$ cat src/rtl/sram_req_arbiter_pkg.sv
// Shared definitions for the SRAM-like request arbiter: bus widths, size
// encodings, requester ids and the request payload struct.
package sram_req_arbiter_pkg;

  localparam int unsigned ADDR_W = 32;
  localparam int unsigned DATA_W = 32;
  localparam int unsigned STRB_W = 4;
  localparam int unsigned SIZE_W = 2;

  // Transfer size encodings on the size field.
  typedef enum logic [SIZE_W-1:0] {
    SIZE_BYTE = 2'd0,
    SIZE_HALF = 2'd1,
    SIZE_WORD = 2'd2
  } size_e;

  // Requester ids as stored in the route FIFO.
  localparam logic ARB_M0 = 1'b0;
  localparam logic ARB_M1 = 1'b1;

  // Request fields muxed from the selected master to the slave port.
  typedef struct packed {
    logic              wr;
    logic [SIZE_W-1:0] size;
    logic [ADDR_W-1:0] addr;
    logic [STRB_W-1:0] wstrb;
    logic [DATA_W-1:0] wdata;
  } sram_req_t;

endpackage

$ cat src/rtl/arb_route_fifo.sv
// In-order route FIFO: one requester-id bit per accepted request.
// Ports: clk, rst_n (async, active-low); push/push_id write a new owner id,
// pop retires the head; head is the oldest owner id; full/empty status.
module arb_route_fifo #(
  parameter int unsigned DEPTH = 4
) (
  input  logic clk,
  input  logic rst_n,
  input  logic push,
  input  logic push_id,
  input  logic pop,
  output logic head,
  output logic full,
  output logic empty
);

  localparam int unsigned PTR_W = $clog2(DEPTH);
  localparam int unsigned CNT_W = PTR_W + 1;

  logic [DEPTH-1:0] mem_q, mem_d;
  logic [PTR_W-1:0] wr_ptr_q, wr_ptr_d;
  logic [PTR_W-1:0] rd_ptr_q, rd_ptr_d;
  logic [CNT_W-1:0] cnt_q, cnt_d;
  logic             do_push, do_pop;

  assign full    = (cnt_q == CNT_W'(DEPTH));
  assign empty   = (cnt_q == '0);
  assign head    = mem_q[rd_ptr_q];
  assign do_push = push & ~full;
  assign do_pop  = pop & ~empty;

  // Next-state: pointers wrap naturally at DEPTH (power of two).
  always_comb begin
    mem_d    = mem_q;
    wr_ptr_d = wr_ptr_q;
    rd_ptr_d = rd_ptr_q;
    cnt_d    = cnt_q;
    if (do_push) begin
      mem_d[wr_ptr_q] = push_id;
      wr_ptr_d        = wr_ptr_q + PTR_W'(1);
    end
    if (do_pop) begin
      rd_ptr_d = rd_ptr_q + PTR_W'(1);
    end
    case ({do_push, do_pop})
      2'b10:   cnt_d = cnt_q + CNT_W'(1);
      2'b01:   cnt_d = cnt_q - CNT_W'(1);
      default: cnt_d = cnt_q;
    endcase
  end

  always_ff @(posedge clk or negedge rst_n) begin
    if (!rst_n) begin
      mem_q    <= '0;
      wr_ptr_q <= '0;
      rd_ptr_q <= '0;
      cnt_q    <= '0;
    end else begin
      mem_q    <= mem_d;
      wr_ptr_q <= wr_ptr_d;
      rd_ptr_q <= rd_ptr_d;
      cnt_q    <= cnt_d;
    end
  end

endmodule

$ cat src/rtl/sram_req_arbiter.sv
// Two-to-one round-robin arbiter for an SRAM-like request port.
// Ports: aclk/aresetn (async active-low); m0_*/m1_* master request inputs with
// addr_ok/data_ok/rdata responses; s_* muxed request to the slave with its
// addr_ok/data_ok/rdata returns; err is a sticky flag for data_ok with nothing
// outstanding. Request and response paths are combinational.
module sram_req_arbiter
  import sram_req_arbiter_pkg::*;
#(
  parameter int unsigned DEPTH = 4
) (
  input  logic              aclk,
  input  logic              aresetn,
  input  logic              m0_req,
  input  logic              m0_wr,
  input  logic [SIZE_W-1:0] m0_size,
  input  logic [ADDR_W-1:0] m0_addr,
  input  logic [STRB_W-1:0] m0_wstrb,
  input  logic [DATA_W-1:0] m0_wdata,
  output logic              m0_addr_ok,
  output logic              m0_data_ok,
  output logic [DATA_W-1:0] m0_rdata,
  input  logic              m1_req,
  input  logic              m1_wr,
  input  logic [SIZE_W-1:0] m1_size,
  input  logic [ADDR_W-1:0] m1_addr,
  input  logic [STRB_W-1:0] m1_wstrb,
  input  logic [DATA_W-1:0] m1_wdata,
  output logic              m1_addr_ok,
  output logic              m1_data_ok,
  output logic [DATA_W-1:0] m1_rdata,
  output logic              s_req,
  output logic              s_wr,
  output logic [SIZE_W-1:0] s_size,
  output logic [ADDR_W-1:0] s_addr,
  output logic [STRB_W-1:0] s_wstrb,
  output logic [DATA_W-1:0] s_wdata,
  input  logic              s_addr_ok,
  input  logic              s_data_ok,
  input  logic [DATA_W-1:0] s_rdata,
  output logic              err
);

  logic      gnt_q, gnt_d;
  logic      lock_q, lock_d;
  logic      last_q, last_d;
  logic      err_q, err_d;
  logic      sel;
  logic      sel_req;
  logic      accept;
  logic      resp_ok;
  logic      fifo_full, fifo_empty, fifo_head;
  sram_req_t m0_pl, m1_pl, sel_pl;

  assign m0_pl = '{wr: m0_wr, size: m0_size, addr: m0_addr, wstrb: m0_wstrb, wdata: m0_wdata};
  assign m1_pl = '{wr: m1_wr, size: m1_size, addr: m1_addr, wstrb: m1_wstrb, wdata: m1_wdata};

  // Selection: locked grant wins; otherwise round-robin against last accept.
  always_comb begin
    sel = gnt_q;
    if (!lock_q) begin
      if (m0_req && m1_req) begin
        sel = ~last_q;
      end else if (m0_req) begin
        sel = ARB_M0;
      end else if (m1_req) begin
        sel = ARB_M1;
      end
    end
  end

  assign sel_pl  = (sel == ARB_M1) ? m1_pl : m0_pl;
  assign sel_req = (sel == ARB_M1) ? m1_req : m0_req;

  // Request path; reset gating keeps handshakes low while aresetn is low.
  assign s_req   = aresetn & sel_req & ~fifo_full;
  assign s_wr    = sel_pl.wr;
  assign s_size  = sel_pl.size;
  assign s_addr  = sel_pl.addr;
  assign s_wstrb = sel_pl.wstrb;
  assign s_wdata = sel_pl.wdata;

  assign accept     = s_req & s_addr_ok;
  assign m0_addr_ok = accept & (sel == ARB_M0);
  assign m1_addr_ok = accept & (sel == ARB_M1);

  // Response path routed by the oldest outstanding owner.
  assign resp_ok    = aresetn & s_data_ok & ~fifo_empty;
  assign m0_data_ok = resp_ok & (fifo_head == ARB_M0);
  assign m1_data_ok = resp_ok & (fifo_head == ARB_M1);
  assign m0_rdata   = s_rdata;
  assign m1_rdata   = s_rdata;

  assign err = err_q;

  // Lock holds the presented request across slave back-pressure.
  always_comb begin
    gnt_d  = sel;
    lock_d = lock_q;
    last_d = last_q;
    err_d  = err_q | (s_data_ok & fifo_empty);
    if (accept) begin
      lock_d = 1'b0;
      last_d = sel;
    end else if (s_req) begin
      lock_d = 1'b1;
    end
  end

  always_ff @(posedge aclk or negedge aresetn) begin
    if (!aresetn) begin
      gnt_q  <= 1'b0;
      lock_q <= 1'b0;
      last_q <= 1'b0;
      err_q  <= 1'b0;
    end else begin
      gnt_q  <= gnt_d;
      lock_q <= lock_d;
      last_q <= last_d;
      err_q  <= err_d;
    end
  end

  arb_route_fifo #(
    .DEPTH (DEPTH)
  ) u_route_fifo (
    .clk     (aclk),
    .rst_n   (aresetn),
    .push    (accept),
    .push_id (sel),
    .pop     (resp_ok),
    .head    (fifo_head),
    .full    (fifo_full),
    .empty   (fifo_empty)
  );

endmodule

$ cat config.mk
export PLATFORM = sky130hd
export DESIGN_NAME = sram_req_arbiter
export DESIGN_NICKNAME = d
export VERILOG_FILES = /design/src/rtl/sram_req_arbiter_pkg.sv /design/src/rtl/arb_route_fifo.sv /design/src/rtl/sram_req_arbiter.sv
export SDC_FILE = /design/constraint.sdc
export NUM_CORES = 1
export LEC_CHECK = 0
export CORE_AREA = 2 2 123 125
export CTS_CLUSTER_SIZE = 20
export DETAILED_ROUTE_END_ITERATION = 10
export DIE_AREA = 0 0 125 127
export GPL_ROUTABILITY_DRIVEN = 1
export HOLD_SLACK_MARGIN = 0.05
export PLACE_DENSITY = 0.68
export SETUP_SLACK_MARGIN = 0.1
export SYNTH_ARGS = -nofsm -noshare
export SYNTH_HDL_FRONTEND = slang
export SYNTH_SLANG_ARGS = --single-unit
$ cat constraint.sdc
create_clock -name aclk -period 5 [get_ports aclk]
set_input_delay 0.75 -clock aclk [delete_from_list [all_inputs] [get_ports aclk]]
set_output_delay 0.75 -clock aclk [all_outputs]
set_load 0.005 [all_outputs]
==> impl_metrics.toml, run 1 <==
[timing]
fmax_ghz = 0.271
tns_ps = 0
worst_slew_pin_slew_ps = 809
finalHoldViolCount = 0
fin_crit_sh_pct = 73.9
finalCriticalPeriod_ps = 3690
setup_viol = 0
hold_slack_ps = 466
layout_setup_ws_ps = 1310
clock_skew_ps = 4.59
slew_viol_final = 0
slew-limit-headroom_pct = 46.0
rsz0062_at_grt = "no"

[synth]
yosys_warnings = 0
netlist_instances = 214
syn_avg_cell_area_um2 = 10.2
syn-cell-area_mm2 = 0.00218
ys_seq_area_share_pct = 17.2
synth_cell_types = 29
synth_fp_nets = 400
synth_seq_cells = 15

[clock_tree]
worstSkewPairLatency_ps = 250
cts_max_path_buffers = 2
clkTransAtPathRegs_ps = 50
cts_tree = "yes"
cts_setup_buffers = 0
hold_buffers = 0
cts_max_level = 1
cts-root-buf = "clkbuf_16"
cts_buffers = 3
clock-sinks = 15
cts_resized = 0

[grt]
track_usage_pct = 12.5
gr-total-overflow = 0
grt_antenna_before_repair = 0
grt_pass1_wl_um = 15300
grt_max_degree = 74
grt_pass1_vias = 2462

[power_and_ir_drop]
seqPwrFrac_pct = 15.0
p_int_mw = 1.04
p_sw_share_pct = 34.8
peakVddDrop_v = 0.000346
combPwrFrac_pct = 75.2
switchingPower_mw = 0.554
power_mw = 1.59
p_clk_share_pct = 9.7
p_per_area_mw_per_mm2 = 377
power.leakage_nw = 1.59

[worst_hold_path]
hold_class = "reg -> reg"

[routing]
vias_per_cell = 3.86
drt-wirelength-per-cell_um = 18.6
ant_nets = 0
totalWireLength_um = 10300
drc = 0
vias = 2144
drtPass1Iterations = 4
drtIter0Drc = 24

[placed_design]
placement.io_buffers = 224
dp_cells = 552
hpwl_um = 9120
post-place-ws_ps = 1280
placed_cell_area_mm2 = 0.00414
gp_congestion = 0.843

[floorplan]
boundaryPins = 321
die_w_um = 125
dieArea_mm2 = 0.0159
rows = 44
coreArea_mm2 = 0.0144
die_h_um = 127
start_util_pct = 15.1

[layout]
area_growth_pct = 93.7
drive_gt1_share_pct = 4.57
layout_commonest_cell = "clkdlybuf4s50_1"
mostFrequentLayoutCells = "clkdlybuf4s50_1 (224), mux2_1 (69), dfrtp_1 (15)"
antenna_cells = 0
stdcell_count = 556
fin_area_mm2 = 0.00422
num-nets-final = 559
multi_input_area_mm2 = 0.00122
post-route-util_pct = 29.3
fillers = 1514
regArea_um2 = 375

[job]
cap_viol_max_count = 0

[critical_path]
cp.arrival_ps = 2940
path_class = "in -> out"
cp_data_required_time_ps = 4250
cp_max_fo = 73
start_kind = "primary input"
endpoint_kind = "primary output"

[run_status]
status = "complete, no violations"
-- final timing paths --
path	from	end	slack, ps	cells past startpoint
max in group asynchronous	aresetn	u_route_fifo.mem_q[0]$_DFFE_PN0P_	3970	2
min in group asynchronous	aresetn	err$_DFF_PN0_	840	2
setup reg to reg	u_route_fifo.cnt_q[0]$_DFFE_PN0P_	u_route_fifo.cnt_q[2]$_DFFE_PN0P_	2470	9
hold reg to reg	err$_DFF_PN0_	err$_DFF_PN0_	470	1
setup / recovery	m0_req	s_wstrb[3]	1310	6
hold / removal	err$_DFF_PN0_	err$_DFF_PN0_	470	1
-- cells by family (layout without fill, tap and decap cells) --
kind of cell / count (synthesis) / after routing / synth area share, %
AO/OA/AOI/OAI: 12 / 12 / 5.28
adder cells (fa/ha/maj): 6 / 6 / 3.79
AND/OR/NAND/NOR: 12 / 12 / 2.99
multiplexers: 80 / 80 / 41.8
flip-flops: 15 / 15 / 17.2
buffers and inverters: 83 / 241 / 26.5
XOR/XNOR: 6 / 6 / 2.41
-- sequential cells by signal, summed over array words and instances, names as in the netlist --
signal and flops:
last_q 1, u_route_fifo.cnt_q 3, gnt_q 1, lock_q 1
u_route_fifo.wr_ptr_q 2, u_route_fifo.mem_q 4, u_route_fifo.rd_ptr_q 2, err 1
-- power groups by stage --
stage | clock network, mW | registers, mW | logic (mW)
final | 0.155 | 0.239 | 1.20
after global routing | 0.164 | 0.250 | 1.31
after CTS | 0.160 | 0.241 | 1.24
after detailed placement | 0 | 0.242 | 1.22
after global placement | 0 | 0.236 | 1.21
after floorplan | 0 | 0.222 | 0.614
-- critical path, cell delays in order --
cell             delay (ps)
clkdlybuf4s50_1         540
nand2b_1                110
a22oi_4                 220
buf_12                  320
mux2_1                  450
clkdlybuf4s50_1         490
-- cells in the mapped netlist (all sizes together) --
library cell | number | area, um^2
o211ai | 1 | 7.51
ha | 5 | 62.6
inv | 11 | 41.3
a2bb2oi | 1 | 8.76
nor2 | 2 | 7.51
mux4 | 1 | 22.5
o311a | 1 | 10.0
clkbuf | 1 | 3.75
and2 | 3 | 18.8
fa | 1 | 20.0
mux2 | 77 | 867
xor2 | 3 | 26.3
nand2b | 1 | 6.26
mux2i | 2 | 20.0
nor3b | 1 | 7.51
nor3 | 1 | 5.00
xnor2 | 3 | 26.3
a2111oi | 4 | 35.0
nor2b | 2 | 12.5
buf | 71 | 533
a22oi | 1 | 21.3
a211oi | 2 | 20.0
dfrtp | 15 | 375
o21ai | 1 | 5.00
a21o | 1 | 7.51
nand2 | 2 | 7.51
-- per-layer routing --
layer / vias up / global-route usage, % / wire (um)
met5: - / 0 / 0
met4: 0 / 2.48 / 153
met3: 22 / 3.27 / 785
met2: 134 / 25.3 / 5860
met1: 997 / 13.0 / 3530
li1: 991 / - / -
-- layout make-up --
class	instances	area share, %
multi-input cells	116	29.0
flip-flops and latches	15	8.89
repair buffers	226	53.8
clock buffers	4	1.87
well taps	184	5.46
inverters	11	0.978
Power figures use the tool's default switching activity.
==> run 2, diff against run 1 <==
CORE_AREA = 2 2 126 128   (was 2 2 123 125)
DIE_AREA = 0 0 128 130   (was 0 0 125 127)
clock period = 3.2 ns   (was 5 ns; I/O delays follow)
==> impl_metrics.toml, run 2 (synthesized netlist as in run 1, its figures left out) <==
[critical_path]
endpoint_kind = "primary output"
startpoint = "m0_req"
critical_path.top_delay_family = "buffers and inverters"
cp.arrival_ps = 2550
crit_top_cell = "clkdlybuf4s50_1"
start_kind = "primary input"
max_stage_delay_ps = 540
cp_max_fo = 13
crit_buf_inv = 4
reg2reg_from = "gnt_q$_DFF_PN0_"
cp_slowest_cell = "clkdlybuf4s50_1"
path_cells = "clkdlybuf4s50_1, nand2b_1, a22oi_4, buf_4, buf_12, mux2_1, clkdlybuf4s50_1"
cp_data_required_time_ps = 2720
path_class = "in -> out"

[run_status]
status = "complete, no violations"

[worst_hold_path]
hold_class = "reg -> reg"
hold_start = "err$_DFF_PN0_"

[routing]
drtIter0Drc = 52
totalWireLength_um = 10800
ant_nets = 0
drc = 0
drt-wirelength-per-cell_um = 18.8
vias_per_cell = 3.83
drtPass1Iterations = 4
vias = 2194

[floorplan]
die_h_um = 130
rows = 46
boundaryPins = 321
die_w_um = 128
start_util_pct = 14.1
coreArea_mm2 = 0.0154
dieArea_mm2 = 0.0166

[power_and_ir_drop]
p_per_area_mw_per_mm2 = 620
peakVddDrop_v = 0.000439
power.leakage_nw = 1.66

[layout]
top_register = "u_route_fifo.mem_q"
post-route-util_pct = 28.2
drive_gt1_share_pct = 8.14
layout_commonest_cell = "clkdlybuf4s50_1"
mostFrequentLayoutCells = "clkdlybuf4s50_1 (224), mux2_1 (65), dfrtp_1 (15)"
antenna_cells = 0
largest_registers = "u_route_fifo.mem_q: 4 flops, u_route_fifo.cnt_q: 3 flops"
largest_register_ffs = 4
num-nets-final = 568
stdcell_count = 573
area_growth_pct = 99.5

[timing]
rsz0062_at_grt = "yes"
fmax_ghz = 0.330
slew_viol_final = 0
layout_setup_ws_ps = 167
finalHoldViolCount = 0
setup_viol = 0
slew-limit-headroom_pct = 64.6
worst_slew_pin_slew_ps = 518
fin_crit_sh_pct = 94.8
tns_ps = 0
clock_skew_ps = 4.16
hold_slack_ps = 463
finalCriticalPeriod_ps = 3030

[clock_tree]
cts_tree = "yes"
cts-root-buf = "clkbuf_16"
cts_buffers = 3
clock-sinks = 15
clkTransAtPathRegs_ps = 50
worstSkewPairLatency_ps = 240
cts_max_path_buffers = 2
cts_max_level = 1

[grt]
gr-total-overflow = 0
track_usage_pct = 11.8
grt_pass1_wl_um = 14600
grt_max_degree = 53
grt_antenna_before_repair = 1
grt_pass1_vias = 2412

[placed_design]
placement.io_buffers = 224
post-place-ws_ps = 55.2
hpwl_um = 9130
gp_congestion = 0.836
dp_cells = 564

[job]
cap_viol_max_count = 0
==> run 2: cell count changes in the layout (fill, tap and decap cells not counted) <==
| cell | before | now |
|---|---|---|
| buf_4 | 1 | 7 |
| mux2_1 | 69 | 65 |
| mux2_2 | 8 | 12 |
| clkbuf_16 | 3 | 5 |
| buf_12 | 1 | 2 |
| clkbuf_1 | 1 | 0 |
| clkinv_2 | 0 | 1 |
==> run 2: timing repair <==
| item | in CTS | in global routing |
|---|---|---|
| buffers inserted | 0 | 3 |
| pin swaps | 0 | 1 |
| hold buffers | 0 | 0 |
| endpoints found under the hold margin | 0 | 0 |
| gates cloned | 0 | 2 |
| setup endpoints to repair | 9 | 24 |
| resized for setup | 1 | 6 |
==> run 2: per-stage QoR <==
stage,area [um^2],power [mW]
2_1_floorplan,2180,1.31
3_3_place_gp,4180,2.26
3_5_place_dp,4180,2.30
4_1_cts,4270,2.57
5_1_grt,4350,2.88
6_report,4350,2.69
==> run 2: final cells by class <==
| cell class | count | area (um^2) |
|---|---|---|
| clock buffers | 3 | 75.1 |
| repair buffers | 235 | 2380 |
| well taps | 192 | 240 |
| clock inverters | 1 | 5.00 |
| inverters | 11 | 41.3 |
| flip-flops and latches | 15 | 375 |
| fillers | 1617 | 11100 |
| multi-input cells | 116 | 1220 |
==> run 2: layer usage <==
metal / track usage (%) / wire [um]
met1: 15.0 / 4550
met2: 19.2 / 4860
met3: 4.63 / 1190
met4: 2.39 / 165
met5: 0 / 17
==> run 2: worst paths after layout <==
kind / slack, ps / to / cells after the start
min in group asynchronous: 680 / u_route_fifo.wr_ptr_q[0]$_DFFE_PN0P_ / 2
setup / recovery: 170 / s_wstrb[2] / 7
max in group asynchronous: 2350 / u_route_fifo.mem_q[2]$_DFFE_PN0P_ / 2
hold reg to reg: 460 / err$_DFF_PN0_ / 1
hold / removal: 460 / err$_DFF_PN0_ / 1
setup reg to reg: 830 / u_route_fifo.cnt_q[2]$_DFFE_PN0P_ / 10
==> run 2: power breakdown <==
part	switching, mW	internal (mW)	total, mW	leakage (nW)
registers	0.0924	0.286	0.379	0.175
logic	0.764	1.31	2.07	1.44
clock network	0.0756	0.167	0.242	0.0409
total	0.932	1.76	2.69	1.66
